[src/rtl/sram_port_arbiter_pkg.sv]
// sram_port_arbiter_pkg: owner encoding, fixed-priority owner and word width shared by the SRAM port arbiter
package sram_port_arbiter_pkg;
  localparam int WORD_W = 32;
  typedef enum logic [1:0] {
    OWN_NONE = 2'd0,
    OWN_INST = 2'd1,
    OWN_DATA = 2'd2
  } owner_e;
  localparam owner_e PRIO_OWNER = OWN_DATA;
endpackage

[src/rtl/arb_starve_ctr.sv]
// arb_starve_ctr: saturating starvation counter; ports clk, rst, inc (count a lost arbitration), clr (waiter served or gone) -> at_limit
module arb_starve_ctr #(
  parameter int LIMIT = 4
) (
  input  logic clk,
  input  logic rst,
  input  logic inc,
  input  logic clr,
  output logic at_limit
);
  localparam int W = $clog2(LIMIT + 1);
  logic [W-1:0] cnt_q, cnt_d;
  assign at_limit = cnt_q == W'(LIMIT);
  always_comb cnt_d = clr ? '0 : (inc && !at_limit) ? cnt_q + 1'b1 : cnt_q;
  always_ff @(posedge clk or posedge rst) begin
    if (rst) cnt_q <= '0;
    else cnt_q <= cnt_d;
  end
endmodule

[src/rtl/sram_port_arbiter.sv]
// sram_port_arbiter: shares one sync-read SRAM between fetch (inst_*) and load/store (data_*) ports, drives mem_*, pulses *_valid one cycle after grant, counts grants
module sram_port_arbiter
  import sram_port_arbiter_pkg::*;
#(
  parameter int ADDR_W       = 32,
  parameter int STARVE_LIMIT = 4,
  parameter int CNT_W        = 32
) (
  input  logic              clk,
  input  logic              rst,
  input  logic              inst_req,
  input  logic [ADDR_W-1:0] inst_addr,
  output logic [WORD_W-1:0] inst_rdata,
  output logic              inst_valid,
  input  logic              data_req,
  input  logic [3:0]        data_wen,
  input  logic [ADDR_W-1:0] data_addr,
  input  logic [WORD_W-1:0] data_wdata,
  output logic [WORD_W-1:0] data_rdata,
  output logic              data_valid,
  output logic              mem_en,
  output logic [3:0]        mem_wen,
  output logic [ADDR_W-1:0] mem_addr,
  output logic [WORD_W-1:0] mem_wdata,
  input  logic [WORD_W-1:0] mem_rdata,
  output logic [CNT_W-1:0]  inst_grant_cnt,
  output logic [CNT_W-1:0]  data_grant_cnt
);
  owner_e owner_q, owner_d;
  logic store_q, store_d;
  logic [CNT_W-1:0] inst_cnt_q, inst_cnt_d, data_cnt_q, data_cnt_d;
  logic inst_elig, data_elig, gnt_inst, gnt_data, at_limit;
  arb_starve_ctr #(.LIMIT(STARVE_LIMIT)) u_starve (
    .clk      (clk),
    .rst      (rst),
    .inc      (gnt_data && inst_req),
    .clr      (gnt_inst || !inst_req),
    .at_limit (at_limit)
  );
  always_comb begin
    inst_elig  = inst_req && owner_q != OWN_INST;
    data_elig  = data_req && owner_q != OWN_DATA;
    gnt_data   = data_elig && (!inst_elig || (!at_limit && PRIO_OWNER == OWN_DATA));
    gnt_inst   = inst_elig && !gnt_data;
    owner_d    = gnt_data ? OWN_DATA : gnt_inst ? OWN_INST : OWN_NONE;
    store_d    = gnt_data && data_wen != 4'b0;
    inst_cnt_d = inst_cnt_q + CNT_W'(gnt_inst);
    data_cnt_d = data_cnt_q + CNT_W'(gnt_data);
    mem_en     = !rst && (gnt_inst || gnt_data);
    mem_wen    = (!rst && gnt_data) ? data_wen : 4'b0;
    mem_addr   = rst ? '0 : gnt_data ? data_addr : gnt_inst ? inst_addr : '0;
    mem_wdata  = gnt_data ? data_wdata : '0;
    inst_valid = owner_q == OWN_INST;
    data_valid = owner_q == OWN_DATA;
    inst_rdata = inst_valid ? mem_rdata : '0;
    data_rdata = (data_valid && !store_q) ? mem_rdata : '0;
  end
  assign inst_grant_cnt = inst_cnt_q;
  assign data_grant_cnt = data_cnt_q;
  always_ff @(posedge clk or posedge rst) begin
    if (rst) begin
      owner_q    <= OWN_NONE;
      store_q    <= 1'b0;
      inst_cnt_q <= '0;
      data_cnt_q <= '0;
    end else begin
      owner_q    <= owner_d;
      store_q    <= store_d;
      inst_cnt_q <= inst_cnt_d;
      data_cnt_q <= data_cnt_d;
    end
  end
endmodule
[config.mk]
export PLATFORM = sky130hd
export DESIGN_NAME = sram_port_arbiter
export DESIGN_NICKNAME = d
export VERILOG_FILES = /design/src/rtl/sram_port_arbiter_pkg.sv /design/src/rtl/arb_starve_ctr.sv /design/src/rtl/sram_port_arbiter.sv
export SDC_FILE = /design/constraint.sdc
export NUM_CORES = 1
export LEC_CHECK = 0
export CAP_MARGIN = 20
export CORE_AREA = 10 10 123 125
export CTS_CLUSTER_SIZE = 28
export DETAILED_ROUTE_END_ITERATION = 8
export DIE_AREA = 0 0 133 135
export GPL_TIMING_DRIVEN = 0
export PLACE_DENSITY = 0.81
export SLEW_MARGIN = 10
export SYNTH_ARGS = -nofsm -noshare
export SYNTH_HDL_FRONTEND = slang
export SYNTH_SLANG_ARGS = --single-unit
[constraint.sdc]
create_clock -name clk -period 10.75 [get_ports clk]
set_input_delay 2.15 -clock clk [delete_from_list [all_inputs] [get_ports clk]]
set_output_delay 2.15 -clock clk [all_outputs]
set_load 0.03 [all_outputs]
==> flow_summary.json <==
{
  "area_growth_pct": 91.95,
  "dpl.hpwl_mm": 18.61,
  "design_area_sq_um": 8147,
  "drt_wl_total_mm": 21.43,
  "whs_path_depth": 1,
  "grt_pass1_wl_mm": 30.44,
  "synthCells": 429,
  "cts.htree.levels": 3,
  "start_kind": "input pin",
  "grt_pass1_vias": 4739,
  "async_reset_ff_share_pct": 100.0,
  "row_count": 41,
  "place_congestion": 0.9069,
  "hold_class": "flop to flop",
  "synth.most_common_cell": "and2_1",
  "syn_nets": 572,
  "ios": 335,
  "wl_met2_mm": 10.74,
  "wl_met3_mm": 2.129,
  "synth.top_cell.area_share_pct": 41.27,
  "ir_drop_mv": 0.09650,
  "rrSetupSlack_ns": 7.81,
  "setup_ws_ns": 3.788,
  "finalCritPeriodShare_pct": 64.76,
  "cts_setup_buffers": 0,
  "preCtsSetupSlack_ns": 3.785,
  "drt_iter0_drc": 264,
  "synth_common_cells": "and2_1 (74), dfrtp_1 (70), xnor2_1 (50), and3_1 (45), a22o_1 (32)",
  "clk_pin_slew_ns": 0.06,
  "top_layer": "met5",
  "period_minus_slack_ns": 6.962,
  "synth_edf_count": 0,
  "fin_setup_tns_ns": 0,
  "path_cells": "clkdlybuf4s50_1 -> inv_4 -> buf_16 -> and3_4 -> buf_6 -> buf_6 -> a22o_1 -> clkdlybuf4s50_1",
  "die_y_um": 135,
  "vias_per_cell": 4.805,
  "drv_cap": 0,
  "clkLatencyLatePin_ns": 0.33,
  "slowest_stage": "clkdlybuf4s50_1",
  "dieArea_sq_um": 17960,
  "cts_tree": "yes",
  "cpLargestDelayFamily": "buffers and inverters",
  "nets": 917,
  "core_sq_um": 12570,
  "leakagePower_uw": 0.003447,
  "finalSetupViolations": 0,
  "reg2reg_to": "data_grant_cnt[23]",
  "power_density_nw_per_um2": 121.8,
  "fillers": 1017,
  "drt-met1-wl_mm": 8.331,
  "path_class": "input pin to primary output",
  "io_buffer_count": 333,
  "synth_area_leaders": "dfrtp_1 (41%), and2_1 (11%), xnor2_1 (10%)",
  "wl_per_cell_um": 22.44,
  "synth-seq-cells": 70,
  "start_util_pct": 33.77,
  "post-route-util_pct": 64.82,
  "cts_hold_buffers": 0,
  "ant_nets": 0,
  "drcViolationCount": 0,
  "r2r_cells": 10,
  "grt_use_total_pct": 22.15,
  "yosys.area.top_type": "dfrtp_1",
  "slew_headroom_pct": 56.51,
  "postPlaceCellArea_sq_um": 7823,
  "worst_path_largest_cell_delay_ns": 0.71,
  "syn_avg_cell_area_sq_um": 9.893,
  "rsz0062_at_grt": "false",
  "synth_area_sq_um": 4244,
  "ys_seq_area_share_pct": 41.27,
  "tightestPinTransition_ns": 0.6488,
  "yosys_warnings": 0,
  "drive_gt1_share_pct": 4.878,
  "gr-total-overflow": 0,
  "ys.flop_type": "dfrtp_1",
  "crit_arrival_ns": 4.81,
  "worstSetupPathDepth": 8,
  "ys_types": 33,
  "crit_path_max_fanout": 49,
  "required_ns": 8.60,
  "die_x_um": 133,
  "clock_skew_ns": 0.006292,
  "vias": 4589,
  "antenna_found_initial": 2,
  "cts-resized-gates": 0,
  "dr.pass1.iters": 4,
  "r2r-start": "u_starve.cnt_q[0]",
  "numCtsBuffers": 9,
  "timing.hold.ws_ns": 0.4797,
  "grt_max_degree": 50,
  "cts-root-buf": "clkbuf_16",
  "min_to": "inst_grant_cnt[31]",
  "min_from": "inst_grant_cnt[31]",
  "status": "complete, no violations",
  "clock_sinks": 70,
  "crit_buf_inv": 6,
  "timing.fmax_mhz": 143.6,
  "hold_violations": 0,
  "end_kind": "primary output",
  "clock_path_buffers": 2,
  "maxSlewViolCount": 0
}
logic make-up after synthesis:
group | count (synthesis) | share of synthesized area, %
AOI/OAI and AO/OA | 37 | 7.518
DFF | 70 | 41.27
and+or+nand+nor | 220 | 31.75
xor gates and xnor gates | 61 | 12.59
adders and majority gates | 9 | 2.594
buffers and inverters | 32 | 4.275
worst max path at each step:
| stage | startpoint | to | slack [ns] |
|---|---|---|---|
| floorplan | rst | mem_addr[10] | 3.98 |
| global placement | rst | mem_addr[11] | 2.15 |
| detailed placement | rst | mem_addr[11] | 3.78 |
| CTS | rst | mem_addr[11] | 3.78 |
| global route | rst | mem_addr[11] | 3.65 |
| finish | rst | mem_addr[11] | 3.79 |
registers in the layout, indices dropped and copies added, names as in the netlist:
name / count
data_grant_cnt: 32
inst_grant_cnt: 32
u_starve.cnt_q: 3
owner_q: 2
store_q: 1
worst reg2reg max path: cells and delay by family (launching register included):
family                   cells  cell delay [ns]
flip-flops                   1             0.39
adder cells (fa/ha/maj)      3             0.77
buffers and inverters        1             0.06
XOR/XNOR                     1             0.18
AND/OR/NAND/NOR              5             1.42
final cells by class:
| cell class | count | area (sq um) | area share [%] |
|---|---|---|---|
| Clock inverter | 6 | 75.07 | 0.9215 |
| Tap cell | 172 | 215.2 | 2.642 |
| Multi-Input combinational cell | 327 | 2311 | 28.37 |
| Buffer | 25 | 155.1 | 1.904 |
| Timing Repair Buffer | 334 | 3361 | 41.25 |
| Antenna cell | 4 | 10.01 | 0.1229 |
| Clock buffer | 10 | 239.0 | 2.933 |
| Sequential cell | 70 | 1752 | 21.50 |
| Inverter | 7 | 28.78 | 0.3532 |
report_power, final:
part,internal [uW],total (uW),switching [uW],leakage (uW)
Clock,190,312,122,0.000152
Sequential,287,321,34.1,0.000952
Combinational,166,359,193,0.00234
Total,643,992,349,0.00345
metal layers:
layer,vias up,global-route usage (%)
li1,2184,-
met1,2172,25.44
met2,217,38.18
met3,14,8.717
met4,2,4.523
met5,-,0
cell usage in the layout (no fill, tap or decap), types with 11 or more instances in the layout:
master and n:
and3_1 45, nand3_1 29, nand4_1 19, clkdlybuf4s50_1 333
xor2_1 11, dfrtp_1 70, xnor2_1 50, nand2_1 20
clkbuf_1 16, a22o_1 32, nor2_1 12, and2_1 74
metrics by stage:
stage	total power [uW]	instances
floorplan	493.1	429
detailed placement	684.5	935
global placement	677.9	934
global route	1031	951
CTS	1000	951
finish	991.9	955
Power figures use the tool's default switching activity.
